===== src/rtl/l2_port_arbiter_pkg.sv =====
// Shared definitions for the L2 port arbiter: FSM encodings and default sizes.
package l2_port_arbiter_pkg;

  // Default L1 line payload width in bits.
  localparam int L1_LINE_WIDTH = 128;

  // Default number of ISSUE cycles allowed before the watchdog flags an error.
  localparam int ARB_TIMEOUT_CYC = 1024;

  // Arbiter transaction phases.
  typedef enum logic [1:0] {
    ARB_IDLE    = 2'd0,
    ARB_ISSUE   = 2'd1,
    ARB_RESP    = 2'd2,
    ARB_HOLDOFF = 2'd3
  } arb_state_t;

endpackage


===== src/rtl/l2_port_arbiter_rr_picker.sv =====
// Combinational round-robin picker: returns the first set request at or
// above the pointer, wrapping from N-1 back to 0.
module l2_port_arbiter_rr_picker #(
  parameter  int N     = 2,
  localparam int IDX_W = $clog2(N)
) (
  input  logic [N-1:0]     req,
  input  logic [IDX_W-1:0] ptr,
  output logic             valid,
  output logic [IDX_W-1:0] idx
);

  int cand;

  // Walk offsets from farthest to nearest so the nearest requester wins.
  always_comb begin
    valid = 1'b0;
    idx   = '0;
    cand  = 0;
    for (int off = N - 1; off >= 0; off--) begin
      cand = int'(ptr) + off;
      if (cand >= N) cand = cand - N;
      if (req[cand]) begin
        valid = 1'b1;
        idx   = IDX_W'(cand);
      end
    end
  end

endmodule


===== src/rtl/l2_port_arbiter.sv =====
// Round-robin arbiter that shares one L2 request port among several L1
// caches, serialises their line transactions, routes the response back to
// the granted requester and flags an L2 that never answers.
module l2_port_arbiter
  import l2_port_arbiter_pkg::*;
#(
  parameter  int NUM_PORTS   = 2,
  parameter  int ADDR_W      = 32,
  parameter  int LINE_W      = L1_LINE_WIDTH,
  parameter  int TIMEOUT_CYC = ARB_TIMEOUT_CYC,
  localparam int IDX_W       = $clog2(NUM_PORTS)
) (
  input  logic                        clk,
  input  logic                        rst_n,
  input  logic [NUM_PORTS*ADDR_W-1:0] req_addr,
  input  logic [NUM_PORTS*LINE_W-1:0] req_wdata,
  input  logic [NUM_PORTS-1:0]        req_rd,
  input  logic [NUM_PORTS-1:0]        req_wr,
  output logic [LINE_W-1:0]           req_rdata,
  output logic [NUM_PORTS-1:0]        req_ready,
  output logic [ADDR_W-1:0]           l2_addr,
  output logic [LINE_W-1:0]           l2_wdata,
  output logic                        l2_rd,
  output logic                        l2_wr,
  input  logic [LINE_W-1:0]           l2_rdata,
  input  logic                        l2_ready,
  output logic [IDX_W-1:0]            grant_id,
  output logic                        busy,
  output logic                        timeout_err
);

  localparam int CNT_W = $clog2(TIMEOUT_CYC + 1);

  arb_state_t       state;
  logic [IDX_W-1:0] rr_ptr;
  logic [CNT_W-1:0] wd_cnt;
  logic [NUM_PORTS-1:0] request;
  logic             pick_valid;
  logic [IDX_W-1:0] pick_idx;

  // A port is requesting when either of its read or write lines is high.
  always_comb begin
    request = req_rd | req_wr;
  end

  l2_port_arbiter_rr_picker #(
    .N(NUM_PORTS)
  ) u_picker (
    .req  (request),
    .ptr  (rr_ptr),
    .valid(pick_valid),
    .idx  (pick_idx)
  );

  // Transaction FSM with registered outputs, latched request and watchdog.
  always_ff @(posedge clk or negedge rst_n) begin
    if (!rst_n) begin
      state       <= ARB_IDLE;
      rr_ptr      <= '0;
      wd_cnt      <= '0;
      grant_id    <= '0;
      l2_addr     <= '0;
      l2_wdata    <= '0;
      l2_rd       <= 1'b0;
      l2_wr       <= 1'b0;
      req_rdata   <= '0;
      req_ready   <= '0;
      busy        <= 1'b0;
      timeout_err <= 1'b0;
    end else begin
      case (state)
        ARB_IDLE: begin
          if (pick_valid) begin
            grant_id <= pick_idx;
            l2_addr  <= req_addr[int'(pick_idx)*ADDR_W +: ADDR_W];
            l2_wdata <= req_wdata[int'(pick_idx)*LINE_W +: LINE_W];
            // A port asserting both read and write is served as a write.
            l2_wr    <= req_wr[pick_idx];
            l2_rd    <= req_rd[pick_idx] & ~req_wr[pick_idx];
            wd_cnt   <= '0;
            busy     <= 1'b1;
            state    <= ARB_ISSUE;
          end
        end
        ARB_ISSUE: begin
          if (wd_cnt < CNT_W'(TIMEOUT_CYC)) wd_cnt <= wd_cnt + CNT_W'(1);
          if (wd_cnt >= CNT_W'(TIMEOUT_CYC - 1)) timeout_err <= 1'b1;
          if (l2_ready) begin
            req_rdata <= l2_rdata;
            l2_rd     <= 1'b0;
            l2_wr     <= 1'b0;
            req_ready <= NUM_PORTS'(1) << grant_id;
            rr_ptr    <= (grant_id == IDX_W'(NUM_PORTS - 1)) ? '0 : grant_id + IDX_W'(1);
            state     <= ARB_RESP;
          end
        end
        ARB_RESP: begin
          req_ready <= '0;
          state     <= ARB_HOLDOFF;
        end
        ARB_HOLDOFF: begin
          busy  <= 1'b0;
          state <= ARB_IDLE;
        end
        default: begin
          state <= ARB_IDLE;
        end
      endcase
    end
  end

endmodule


===== config.mk =====
export PLATFORM = sky130hd
export DESIGN_NAME = l2_port_arbiter
export DESIGN_NICKNAME = d
export VERILOG_FILES = /design/src/rtl/l2_port_arbiter_pkg.sv /design/src/rtl/l2_port_arbiter_rr_picker.sv /design/src/rtl/l2_port_arbiter.sv
export SDC_FILE = /design/constraint.sdc
export NUM_CORES = 1
export LEC_CHECK = 0
export ABC_AREA = 0
export CAP_MARGIN = 20
export CORE_AREA = 8 8 288 290
export DETAILED_ROUTE_END_ITERATION = 8
export DIE_AREA = 0 0 296 298
export SLEW_MARGIN = 10
export SYNTH_ARGS = -nofsm -noshare
export SYNTH_HDL_FRONTEND = slang
export SYNTH_SLANG_ARGS = --single-unit
export TNS_END_PERCENT = 100

===== constraint.sdc =====
create_clock -name clk -period 1.7 [get_ports clk]
set_input_delay 0.34 -clock clk [delete_from_list [all_inputs] [get_ports clk]]
set_output_delay 0.34 -clock clk [all_outputs]
set_load 0.01 [all_outputs]

Word level (Yosys, flattened, before mapping)
Cells that the tools add are included.
- bits in registers: 309
- bits of input ports: 455
- output and inout bits: 295
- word-level logic and storage cells: 80
- $add $sub $neg: 5
- $lt $le $gt $ge: 7
- eq/ne operators: 6
- shifts and indexed selects: 3
- mux-type cells: 32
- bitwise gates (word level): 3
- reductions and logical operators: 12
- operators by type and width (cell ; count):
    $shiftx A256 B9 Y128 ; 1
    $lt A32 B3 Y1 const B ; 2
    $mux W32 ; 2
    $shiftx A64 B7 Y32 ; 1
    $ge A32 B3 Y1 const B ; 1
    $sub A32 B3 Y32 const B ; 1
    $mux W11 ; 2
    $pmux W11 S2 ; 1
    $mux W1 ; 19
    $reduce_and A2 Y1 ; 6
    $add A11 B1 Y11 const B ; 1
    $ge A11 B10 Y1 const B ; 1
    $lt A11 B11 Y1 const B ; 1
    $pmux W2 S4 ; 1
    $mux W2 ; 3
    $ne A2 B2 Y1 const B ; 3
    $pmux W1 S2 ; 3
    $reduce_and A3 Y1 ; 2
    $reduce_bool A2 Y1 ; 3
    $eq A2 B2 Y1 const B ; 2
    $pmux W2 S2 ; 1
    $sub A1 B2 Y3 const B ; 1
    $add A1 B1 Y2 const B ; 1
    $eq A2 B1 Y1 const B ; 1
    8 further kinds ; 8

Logic depth before layout (Yosys ltp)
- depth in word-level cells: 14
- gate-level depth with buffers: 8
- mapped depth without buffers: 6

Modules after synthesis
A second synthesis with hierarchy kept.
- cell total of the unflattened synthesis: 1087
- area total of the unflattened synthesis: 13067.5 µm²
- by module, submodules not included (module ; times used ; cells each ; area each (µm²) ; sequential area each (µm²)):
    l2_port_arbiter ; 1 ; 1084 ; 13050.0 ; 7732.4
    l2_port_arbiter_rr_picker ; 1 ; 3 ; 17.5 ; 0.0

Worst setup path after synthesis
OpenSTA, ideal clock, no wires.
- path type: reg-to-reg
- start: register state[0]
- end: register wd_cnt[7]
- arrival: 1649 ps
- required time: 1580 ps
- setup slack: -69 ps
- cell stages (with the launch flop): 8
- period minus slack after synthesis: 1769 ps
- cells stage by stage: dfrtp_1 inv_1 ha_1 buf_4 o211ai_1 a211oi_2 a31oi_1 a41o_1
- word-level cells in the longest chain between the ends: 3
- elaborated cells on any way between the ends: 7
- those cells by class: eq/ne (3); mux (1); reduce/logical (3)
- RTL lines (what ; RTL line ; RTL):
    from (decl) ; l2_port_arbiter.sv:34 ; arb_state_t state;
    from (signal assigned) ; l2_port_arbiter.sv:58 ; state <= ARB_IDLE;
    from (signal assigned) ; l2_port_arbiter.sv:82 ; state <= ARB_ISSUE;
    from (signal assigned) ; l2_port_arbiter.sv:94 ; state <= ARB_RESP;
    $eq A2 B1 Y1 / $logic_not A2 Y1 (equally long branches) ; l2_port_arbiter.sv:71 ; case (state)
    $ne A2 B2 Y1 (no source line) / $reduce_bool A2 Y1 (equally long branches) ; - ;
    $reduce_and A3 Y1 (no source line) ; - ;
    to (signal assigned) ; l2_port_arbiter.sv:86 ; if (wd_cnt < CNT_W'(TIMEOUT_CYC)) wd_cnt <= wd_cnt + CNT_W'(1);
    to (decl) ; l2_port_arbiter.sv:36 ; logic [CNT_W-1:0] wd_cnt;
Parallel ways exist; a longest one is shown, timed or not.
A chain may end at the register's enable or synchronous reset.

Worst setup path after layout
- start: register state[0]
- end: register wd_cnt[2]
Same word-level chain as after synthesis.

==> results.tsv <==
stage	metric	value	unit
outcome	outcome	finished, violations left	
outcome	failed_checks	negative setup slack	
clocking	ctsLongestPathBuffers	3	
global_routing	grt_pass1_vias	13094	
yosys	synthMuxAreaShare	22.9	%
yosys	ys_ff_latch	309	
floorplan	placeableCoreArea	0.0784	mm2
routing	drc_errors	0	
power	p_per_area	1660	mW/mm2
yosys	synth_top_area_share	58.0	%
global_routing	grt.overflow.total	0	
setup_path	critPathTopFamily	compound AO/OA/AOI/OAI gates	
timing	slew_headroom	72.6	%
setup_path	critPathBufInv	3	
clocking	tritoncts	yes	
timing	fmax	0.581	GHz
setup_path	critPathMaxFanout	5	
setup_path	worstPathRequired	2.14	ns
floorplan	initial_core_util	17.0	%
setup_path	worstPathCellList	inv_2, ha_4, buf_6, a2111oi_4, buf_4, xnor2_2, nor2_1	
yosys	synth-edff-count	0	
finish	n_antenna_cell	0	
routing	routedWlPerCell	19.7	um
setup_path	slowest_stage	a2111oi_4	
yosys	synth_compound_area_share	8.69	%
global_routing	grt_pass1_wl	84.2	mm
global_routing	grt_max_degree	80	
floorplan	fp-row-count	103	
finish	drive_gt1_share	17.1	%
worst_hold_path	hp-class	primary input to asynchronous set/reset pin	
floorplan	die_w	296	um
yosys	synthAdderAreaFrac	0.563	%
yosys	ys_types	43	
finish	areaGrowthSynthToFinish	80.8	%
placement	io_buffers	749	
yosys	synthCells	1091	
floorplan	ioPinCount	750	
yosys	ys_warn_count	0	
power	irDropWorstVdd	0.732	mV
timing	rsz0062_at_grt	yes	
yosys	synth_xor_area_share	0.131	%
yosys	synth_seq_area_share	58.0	%
yosys	synth_top_family_by_area	multiplexers	
timing	skew	0.0238	ns
setup_path	cp-end-kind	register	
clocking	htree_levels	2	
routing	ant_nets	0	
clocking	cts.sinks	309	
timing	hold_viol	0	
yosys	synth.area.top_cells	dfrtp_1 58%, mux2i_1 12%, mux2_2 11%	
timing	fin_crit_sh	101	%
timing	min_period	1.72	ns
routing	drt_iter0_drc	326	
clocking	numCtsBuffers	38	
floorplan	dieArea	0.0882	mm2
floorplan	die_h	298	um
yosys	syn_avg_cell_area	12.2	um2
yosys	synth-simple-area-share	6.03	%
timing	maxSlewViolCount	0	
setup_path	critPathLaunchType	register	
finish	stdcell_count	3006	
finish	nets	2389	
timing	finalSetupViolations	2	
routing	wl	59.2	mm
timing	tightestPinTransition	0.412	ns
power	finalPower	40.1	mW
yosys	synth_area	0.0133	mm2
placement	gp_congestion	0.871	
setup_path	cp.arrival	2.16	ns
yosys	syn-num-nets	1552	
setup_path	cpPeakStageDelay	0.47	ns
routing	vias	11603	
timing	layout_setup_ws	-0.0203	ns
clocking	cts_root_buffer	clkbuf_16	
placement	dp_cells	2907	
placement	dpl.hpwl	46.9	mm
routing	drt-vias-per-instance	3.86	
yosys	synth_ff_type	dfrtp_1	
global_routing	grtUsageTotal	12.4	%
clocking	clock_latency	0.55	ns
job	drv_cap	0	
setup_path	crit_type	register to register	
power	leakage	10.9	nW
global_routing	antenna_found_initial	1	
yosys	async_flop_share	100	%
routing	first_pass_iters	4	
yosys	synth_top_area_cell	dfrtp_1	
clocking	clk_pin_slew	0.06	ns
cells by family (layout without fill, tap and decap cells):
group	count (synthesis)	after routing
XOR/XNOR	2	2
AO/OA/AOI/OAI	207	207
multiplexers	289	289
buffers and inverters	80	945
flip-flops	309	309
AND/OR/NAND/NOR	198	198
adder cells (fa/ha/maj)	6	6
synthesized netlist by cell type (2+ instances only):
cell	number
buf_6	13
mux2i_1	161
mux2_2	128
nand2_1	171
nor2_1	9
o22ai_1	2
o21ai_1	161
buf_4	11
buf_2	36
xnor2_1	2
inv_1	9
dfrtp_1	309
nand3_1	4
a21oi_1	12
and2_1	2
a22oi_1	2
nor2b_1	2
and3_1	2
o21ai_0	11
clkbuf_1	11
ha_1	6
a31o_1	3
o2bb2ai_1	4
path summary, 6_finish.rpt:
path                       slack [ns]                    endpoint  cells past startpoint                      from
max                             -0.02       wd_cnt[2]$_DFFE_PN0P_                      7      state[0]$_DFFE_PN0P_
min                              0.32  req_rdata[103]$_DFFE_PN0P_                      2                     rst_n
max reg2reg                     -0.02       wd_cnt[2]$_DFFE_PN0P_                      7      state[0]$_DFFE_PN0P_
min reg2reg                      0.48    l2_wdata[77]$_DFFE_PN0P_                      2  l2_wdata[77]$_DFFE_PN0P_
max in group asynchronous        0.63   req_rdata[27]$_DFFE_PN0P_                      3                     rst_n
min in group clk                 0.40  req_rdata[112]$_DFFE_PN0P_                      2             l2_rdata[112]
metal layers:
| layer | vias up | share of wire [%] | GRT usage [%] |
|---|---|---|---|
| met3 | 79 | 9.8 | 4.85 |
| met5 | - | 0 | 0 |
| met4 | 0 | 2.6 | 3.39 |
| met1 | 5521 | 37 | 13.2 |
| li1 | 5498 | - | - |
| met2 | 505 | 51 | 22.7 |
stage by stage:
| step | setup TNS [ns] | instance area (um2) | hold slack, ns | util (%) | setup slack (ns) |
|---|---|---|---|---|---|
| 3_3_place_gp | -121.76 | 22600 | 0.269 | 28.8 | -0.629 |
| 3_5_place_dp | -128.14 | 22600 | 0.273 | 28.8 | -0.652 |
| 4_1_cts | -0.132 | 23700 | 0.277 | 30.3 | -0.0486 |
| 6_report | -0.0269 | 24100 | 0.321 | 30.7 | -0.0203 |
| 2_1_floorplan | -0.0289 | 13300 | 0.0444 | - | -0.0289 |
| 5_1_grt | -1.02 | 24100 | 0.301 | 30.7 | -0.101 |
sequential cells by signal (all words and copies together) (netlist names):
name         flops
l2_rd            1
l2_wdata       128
grant_id         1
busy             1
wd_cnt          11
state            2
req_ready        2
rr_ptr           1
l2_wr            1
timeout_err      1
req_rdata      128
l2_addr         32
placed cells by master, fill, tap and decap left out, drive strengths merged, types with 2 or more instances in the layout:
cell and count:
nand3 4, clkdlybuf4s50 450, a22oi 2, o21ai 172
dlygate4sd2 288, nand2 171, o2bb2ai 4, bufinv 3
buf 114, nor2 10, dfrtp 309, xnor2 2
a2111oi 2, o22ai 2, clkbuf 64, nor2b 2
a21oi 12, ha 6, clkinv 7, mux2 128
and2 2, mux2i 161, and3 2, clkdlybuf4s15 6
inv 11, a31o 3
worst register-to-register path: stages (launching register included):
cell and delay (ns):
dfrtp_2 0.41, inv_2 0.07, ha_4 0.19, buf_6 0.14, a2111oi_4 0.47, buf_4 0.20
xnor2_2 0.10, nor2_1 0.06
repair_timing:
action / CTS / global route
buffers inserted: 8 / 10
endpoints found under the hold margin: 15 / 0
pin swaps: 5 / 13
endpoints found under the setup margin: 436 / 202
hold buffers: 1 / 0
resized for setup: 317 / 25
gates cloned: 2 / 10
layout make-up:
cell class / count / area, um2
Multi-Input combinational cell: 702 / 5180
Inverter: 9 / 33.8
Tap cell: 1050 / 1310
Fill cell: 8142 / 54300
Clock buffer: 56 / 1130
Sequential cell: 309 / 7740
Clock inverter: 12 / 158
Timing Repair Buffer: 868 / 8530
power by group:
part           switching (mW)  total [mW]  internal, mW  leakage [nW]
sequential               2.01        13.0          11.0          3.75
combinational            9.26        18.8          9.55          6.54
clock                    3.22        8.28          5.06         0.638
total                    14.5        40.1          25.6          10.9
Power figures use the tool's default switching activity.
